`src/rtl/cpu_clk_pkg.sv`:
```
// Shared types and constants for the KLP32 clock/reset front end.
// cnt_w gives a counter width that stays at least one bit for tiny parameters.
package cpu_clk_pkg;

    typedef enum logic [2:0] {
        HOLD,
        RUN_LO,
        RUN_HI,
        STEP_IDLE,
        STEP_HI
    } cc_state_t;

    localparam int STEP_COUNT_W = 16;

    function automatic int cnt_w(input int n);
        return (n > 1) ? $clog2(n) : 1;
    endfunction

endpackage

```
`src/rtl/cpu_clock_ctrl_btn_debounce.sv`:
```
// Two-flop synchroniser plus counter debounce for an active-low push button.
// press_o is a one-cycle pulse on each accepted released-to-pressed transition.
module btn_debounce
    import cpu_clk_pkg::*;
#(
    parameter int DEBOUNCE_CYCLES = 500_000
) (
    input  logic clk_i,
    input  logic rst_ni,
    input  logic btn_n_i,
    output logic press_o
);

    localparam int CW = cnt_w(DEBOUNCE_CYCLES + 1);
    localparam logic [CW-1:0] CNT_MAX = CW'(DEBOUNCE_CYCLES);

    logic          sync1_q;
    logic          sync2_q;
    logic          stable_q;
    logic          stable_d;
    logic          press_q;
    logic          press_d;
    logic [CW-1:0] cnt_q;
    logic [CW-1:0] cnt_d;

    // Counter only runs while the synchronised level disagrees with the accepted one.
    always_comb begin
        stable_d = stable_q;
        press_d  = 1'b0;
        cnt_d    = '0;
        if (sync2_q != stable_q) begin
            if (cnt_q == CNT_MAX) begin
                stable_d = sync2_q;
                press_d  = ~sync2_q;
            end else begin
                cnt_d = cnt_q + 1'b1;
            end
        end
    end

    always_ff @(posedge clk_i or negedge rst_ni) begin
        if (!rst_ni) begin
            sync1_q  <= 1'b1;
            sync2_q  <= 1'b1;
            stable_q <= 1'b1;
            press_q  <= 1'b0;
            cnt_q    <= '0;
        end else begin
            sync1_q  <= btn_n_i;
            sync2_q  <= sync1_q;
            stable_q <= stable_d;
            press_q  <= press_d;
            cnt_q    <= cnt_d;
        end
    end

    assign press_o = press_q;

endmodule

```
`src/rtl/cpu_clock_ctrl.sv`:
```
// Processor clock/reset front end: divided free-run clock or debounced single step,
// a stretched synchronous processor reset, and a count of cpu_clk rising edges.
module cpu_clock_ctrl
    import cpu_clk_pkg::*;
#(
    parameter int DIV_HALF        = 25_000_000,
    parameter int DEBOUNCE_CYCLES = 500_000,
    parameter int RESET_HOLD      = 16
) (
    input  logic                    clk,
    input  logic                    reset_in,
    input  logic                    run_mode,
    input  logic                    step_btn_n,
    output logic                    cpu_clk,
    output logic                    cpu_reset,
    output logic [STEP_COUNT_W-1:0] step_count
);

    localparam int PW = cnt_w(DIV_HALF);
    localparam int HW = cnt_w(RESET_HOLD);
    localparam logic [PW-1:0] PH_MAX   = PW'(DIV_HALF - 1);
    localparam logic [HW-1:0] HOLD_MAX = HW'(RESET_HOLD - 1);

    cc_state_t               state_q;
    logic [PW-1:0]           ph_q;
    logic [HW-1:0]           hold_q;
    logic                    run_s1_q;
    logic                    run_s2_q;
    logic                    cpu_clk_q;
    logic                    cpu_reset_q;
    logic [STEP_COUNT_W-1:0] step_count_q;
    logic [STEP_COUNT_W-1:0] step_count_d;
    logic                    press;
    logic                    ph_last;
    logic                    enter_hi;

    btn_debounce #(
        .DEBOUNCE_CYCLES(DEBOUNCE_CYCLES)
    ) u_step_btn (
        .clk_i  (clk),
        .rst_ni (reset_in),
        .btn_n_i(step_btn_n),
        .press_o(press)
    );

    always_ff @(posedge clk or negedge reset_in) begin
        if (!reset_in) begin
            run_s1_q <= 1'b0;
            run_s2_q <= 1'b0;
        end else begin
            run_s1_q <= run_mode;
            run_s2_q <= run_s1_q;
        end
    end

    assign ph_last = (ph_q == PH_MAX);

    // Every entry into a high phase is one processor clock edge; mode beats a press.
    assign enter_hi = ((state_q == RUN_LO) && ph_last && run_s2_q) ||
                      ((state_q == STEP_IDLE) && !run_s2_q && press);

    always_comb begin
        step_count_d = step_count_q;
        if (enter_hi) begin
            step_count_d = step_count_q + 1'b1;
        end
    end

    always_ff @(posedge clk or negedge reset_in) begin
        if (!reset_in) begin
            step_count_q <= '0;
        end else begin
            step_count_q <= step_count_d;
        end
    end

    always_ff @(posedge clk or negedge reset_in) begin
        if (!reset_in) begin
            state_q     <= HOLD;
            ph_q        <= '0;
            hold_q      <= '0;
            cpu_clk_q   <= 1'b0;
            cpu_reset_q <= 1'b1;
        end else begin
            case (state_q)
                HOLD: begin
                    cpu_clk_q <= 1'b0;
                    ph_q      <= '0;
                    if (hold_q == HOLD_MAX) begin
                        hold_q      <= '0;
                        cpu_reset_q <= 1'b0;
                        state_q     <= run_s2_q ? RUN_LO : STEP_IDLE;
                    end else begin
                        hold_q <= hold_q + 1'b1;
                    end
                end
                RUN_LO: begin
                    if (ph_last) begin
                        ph_q <= '0;
                        if (run_s2_q) begin
                            state_q   <= RUN_HI;
                            cpu_clk_q <= 1'b1;
                        end else begin
                            state_q <= STEP_IDLE;
                        end
                    end else begin
                        ph_q <= ph_q + 1'b1;
                    end
                end
                // Mode is not sampled while high so no runt pulse can reach the core.
                RUN_HI: begin
                    if (ph_last) begin
                        ph_q      <= '0;
                        state_q   <= RUN_LO;
                        cpu_clk_q <= 1'b0;
                    end else begin
                        ph_q <= ph_q + 1'b1;
                    end
                end
                STEP_IDLE: begin
                    ph_q <= '0;
                    if (run_s2_q) begin
                        state_q <= RUN_LO;
                    end else if (press) begin
                        state_q   <= STEP_HI;
                        cpu_clk_q <= 1'b1;
                    end
                end
                STEP_HI: begin
                    if (ph_last) begin
                        ph_q      <= '0;
                        state_q   <= STEP_IDLE;
                        cpu_clk_q <= 1'b0;
                    end else begin
                        ph_q <= ph_q + 1'b1;
                    end
                end
                default: begin
                    state_q     <= HOLD;
                    ph_q        <= '0;
                    hold_q      <= '0;
                    cpu_clk_q   <= 1'b0;
                    cpu_reset_q <= 1'b1;
                end
            endcase
        end
    end

    assign cpu_clk    = cpu_clk_q;
    assign cpu_reset  = cpu_reset_q;
    assign step_count = step_count_q;

endmodule

```
`config.mk`:
```
export PLATFORM = sky130hd
export DESIGN_NAME = cpu_clock_ctrl
export DESIGN_NICKNAME = d
export VERILOG_FILES = /design/src/rtl/cpu_clk_pkg.sv /design/src/rtl/cpu_clock_ctrl_btn_debounce.sv /design/src/rtl/cpu_clock_ctrl.sv
export SDC_FILE = /design/constraint.sdc
export NUM_CORES = 1
export LEC_CHECK = 0
export ABC_AREA = 1
export CORE_MARGIN = 2
export CORE_UTILIZATION = 29
export DETAILED_ROUTE_END_ITERATION = 8
export HOLD_SLACK_MARGIN = 0.15
export PLACE_DENSITY = 0.48
export RECOVER_POWER = 50
export SETUP_SLACK_MARGIN = 0.02
export SYNTH_ARGS = -nofsm -noshare
export SYNTH_HDL_FRONTEND = slang
export SYNTH_SLANG_ARGS = --single-unit
```
`constraint.sdc`:
```
create_clock -name clk -period 1.8 [get_ports clk]
set_input_delay 0.45 -clock clk [delete_from_list [all_inputs] [get_ports clk]]
set_output_delay 0.45 -clock clk [all_outputs]
set_load 0.005 [all_outputs]
```
==> flow_metrics.tcl <==
set metrics [dict create \
    path_class "reg2out" \
    die_x_um 124.6 \
    grt_first_pass_wirelength_um 16980 \
    hp-class "reg2reg" \
    numClockSinks 75 \
    cp-end-kind "output pin" \
    synth_edf_count 0 \
    via_per_inst 4.562 \
    ys_types 32 \
    combPwrFrac 0.195 \
    final-seq-area_mm2 0.001887 \
    ir_drop_mv 0.7367 \
    p_int_uw 3209 \
    dieHeight_um 124.6 \
    period_needed_ps 1722 \
    multi_input_area_mm2 0.002043 \
    grt-ovfl-total 0 \
    rr_worst_depth 9 \
    core_mm2 0.01437 \
    status "complete, no violations" \
    drtIter0Drc 306 \
    tritoncts "done" \
    firstDrtPassIters 5 \
    setup_violations 0 \
    cp-start-kind "flip-flop" \
    synth-seq-cells 75 \
    async_flop_share 1.000 \
    rsz0062_at_grt "true" \
    endpoint "step_count[7]" \
    clockBufferDepth 2 \
    num_vias 3663 \
    finalCritPeriodShare 0.9568 \
    power_uw 4700 \
    area_growth_pct 22.30 \
    grt_pass1_vias 3578 \
    num_io_pins 22 \
    synth_seq_area_share 0.4460 \
    seqPwrFrac 0.402 \
    n_antenna_cell 0 \
    initial_core_util 0.2936 \
    die_area_mm2 0.01553 \
    placed_area_mm2 0.004747 \
    layout-drive-gt1-share 0.1325 \
    cts.reportedPaths.clkPinSlew_ps 70 \
    critPathBufInv 1 \
    pwr-share-clk 0.403 \
    worst_path_dominant_cell_family "buffers and inverters" \
    grt_use_total 0.1352 \
    cp_slowest_stage_delay_ps 530 \
    cts-root-buf "clkbuf_16" \
    antenna_left 0 \
    reg2reg_to "ph_q[11]" \
    slew-limit-headroom 0.3625 \
    worst-path-max-fanout 4 \
    cp.required_ps 1350 \
    synth_cells 562 \
    rows 44 \
    wl_um 9812 \
    cap_viol_max_count 0 \
    routedWlPerCell_um 12.22 \
    worst_pin_slew_ps 956.2 \
    p_leak_uw 0.002306 \
    power_density_mw_per_mm2 910.9 \
    finalMaxSlewViolations 0 \
    gp_congestion 0.9258 \
    cts_htree_levels 3 \
    syn_area_mm2 0.004219 \
    drc 0 \
    arrival_ps 1270 \
    startpoint "step_count[7]" \
    max_freq_mhz 580.6 \
    clk_latency_ps 350 \
    stdcell_area_mm2 0.005160 \
    critPathSlowestCell "clkdlybuf4s50_1" \
    crit-reg2reg-launch "ph_q[0]" \
    ys.warnings.count 0 \
    ff2ff_setup_slack_ps 140 \
    p_sw_uw 1491 \
    synth_nets 571 \
    hold_viol 0 \
    worstPathCellList "clkdlybuf4s50_1" \
    synth_area_per_cell_um2 7.507 \
    synth_top_flop_cell "dfrtp_1" \
    grt_antenna_before_repair 0 \
    io_buffers 21 \
    grt_start_max_net_pins 34 \
    fillCellCount 1493 \
    final.setup.tns_ps 0 \
    path_depth 1 \
    switching_share 0.3173 \
    nets 623 \
    hpwl_um 7220 \
    numCtsBuffers 9 \
    finalClockSkew_ps 7.270 \
]
worst min path at each step:
stage,from,end,slack (ps),depth (start not counted)
6_report,run_s1_q,run_s2_q,360,0
5_1_grt,u_step_btn.sync1_q,u_step_btn.sync2_q,370,0
4_1_cts,u_step_btn.sync1_q,u_step_btn.sync2_q,360,0
3_5_place_dp,run_s1_q,run_s2_q,350,0
3_3_place_gp,run_s1_q,run_s2_q,340,0
2_1_floorplan,reset_in,cpu_clk,150,0
kinds of logic (layout without fill, tap and decap cells):
| logic type | Yosys count | after routing | synth area share |
|---|---|---|---|
| adders and majority gates | 5 | 5 | 0.01483 |
| and+or+nand+nor | 347 | 348 | 0.3630 |
| xor gates and xnor gates | 28 | 28 | 0.05812 |
| buffers and inverters | 77 | 133 | 0.07473 |
| AOI/OAI and AO/OA | 30 | 30 | 0.04330 |
| DFF | 75 | 75 | 0.4460 |
power by group through the flow:
stage          registers (uW)  clock network, uW  logic, uW
2_1_floorplan            1900                  0        637
3_3_place_gp             1920                  0        896
3_5_place_dp             1920                  0        914
4_1_cts                  1890               1960        911
5_1_grt                  1910               2030       1040
6_report                 1890               1890        918
synth_stat cells (3+ instances only):
library cell | number | area share
dfstp_2 | 4 | 0.025
a21oi_1 | 9 | 0.011
inv_1 | 67 | 0.060
inv_2 | 7 | 0.0062
nand2_1 | 145 | 0.13
o21ai_2 | 5 | 0.010
o21ai_0 | 10 | 0.012
nand3b_1 | 4 | 0.0071
nor3b_1 | 4 | 0.0071
xor2_1 | 22 | 0.046
nor2_4 | 4 | 0.011
xnor2_1 | 6 | 0.012
ha_1 | 5 | 0.015
nor3_1 | 21 | 0.025
nor2_2 | 3 | 0.0044
nand4_1 | 12 | 0.018
nand2_2 | 6 | 0.0089
nor2_1 | 104 | 0.093
dfrtp_1 | 71 | 0.42
nand3_1 | 36 | 0.043
repair_timing:
| action | in CTS | in global routing |
|---|---|---|
| pin swaps | 0 | 2 |
| endpoints found under the setup margin | 8 | 30 |
| hold buffers | 1 | 0 |
| resized for setup | 4 | 7 |
| cloned | 0 | 1 |
| endpoints found under the hold margin | 27 | 0 |
| setup buffers | 4 | 5 |
worst reg2reg max path, stage by stage, from the launching register on:
cell and delay [ps]:
dfrtp_1 360, ha_1 170, nand2_1 110, nor2_2 170, nand2_1 90, nor2_2 160
nand2_2 100, nand2_4 120, inv_2 100, and3_1 160
cell usage in the layout (no fill, tap or decap), drive strengths merged, types with 5 or more instances in the layout:
| cell type | Yosys | layout |
|---|---|---|
| clkbuf | 0 | 10 |
| nor3 | 23 | 23 |
| nor2 | 111 | 111 |
| dfrtp | 71 | 71 |
| inv | 74 | 78 |
| a21oi | 9 | 9 |
| o21ai | 16 | 16 |
| nand4 | 12 | 12 |
| buf | 3 | 21 |
| nand2 | 153 | 154 |
| xor2 | 22 | 22 |
| xnor2 | 6 | 6 |
| nand3 | 38 | 38 |
| clkdlybuf4s50 | 0 | 17 |
| ha | 5 | 5 |
sequential cells by signal, indices dropped and copies added (netlist names):
| register | cells |
|---|---|
| ph_q | 25 |
| u_step_btn.cnt_q | 19 |
| step_count | 16 |
| hold_q | 4 |
| state_q | 3 |
| cpu_clk | 1 |
| cpu_reset | 1 |
| run_s1_q | 1 |
| run_s2_q | 1 |
| u_step_btn.press_o | 1 |
| u_step_btn.stable_q | 1 |
| u_step_btn.sync1_q | 1 |
| u_step_btn.sync2_q | 1 |
layout make-up:
| class | count | share of cell area |
|---|---|---|
| Clock buffer | 9 | 0.04365 |
| Sequential cell | 75 | 0.3657 |
| Clock inverter | 7 | 0.01625 |
| Timing Repair Buffer | 43 | 0.08002 |
| Tap cell | 184 | 0.04462 |
| Inverter | 74 | 0.05383 |
| Multi-Input combinational cell | 411 | 0.3960 |
metal layers:
| metal | GRT usage | wire length (um) |
|---|---|---|
| met5 | 0 | 0 |
| met4 | 0.05684 | 202 |
| met3 | 0.03780 | 405 |
| met2 | 0.2115 | 4486 |
| met1 | 0.1757 | 4718 |
per-stage QoR:
stage	hold WS, ps	instances	utilization	setup WS [ps]
global route	371.2	803	0.3591	1.475
floorplan	154.4	562	-	358.6
finish	361.7	803	0.3591	77.79
global placement	339.4	776	0.3304	165.2
detailed placement	346.3	776	0.3304	93.90
CTS	360.5	797	0.3548	22.39
No activity file was read; power rests on OpenSTA's default activity.
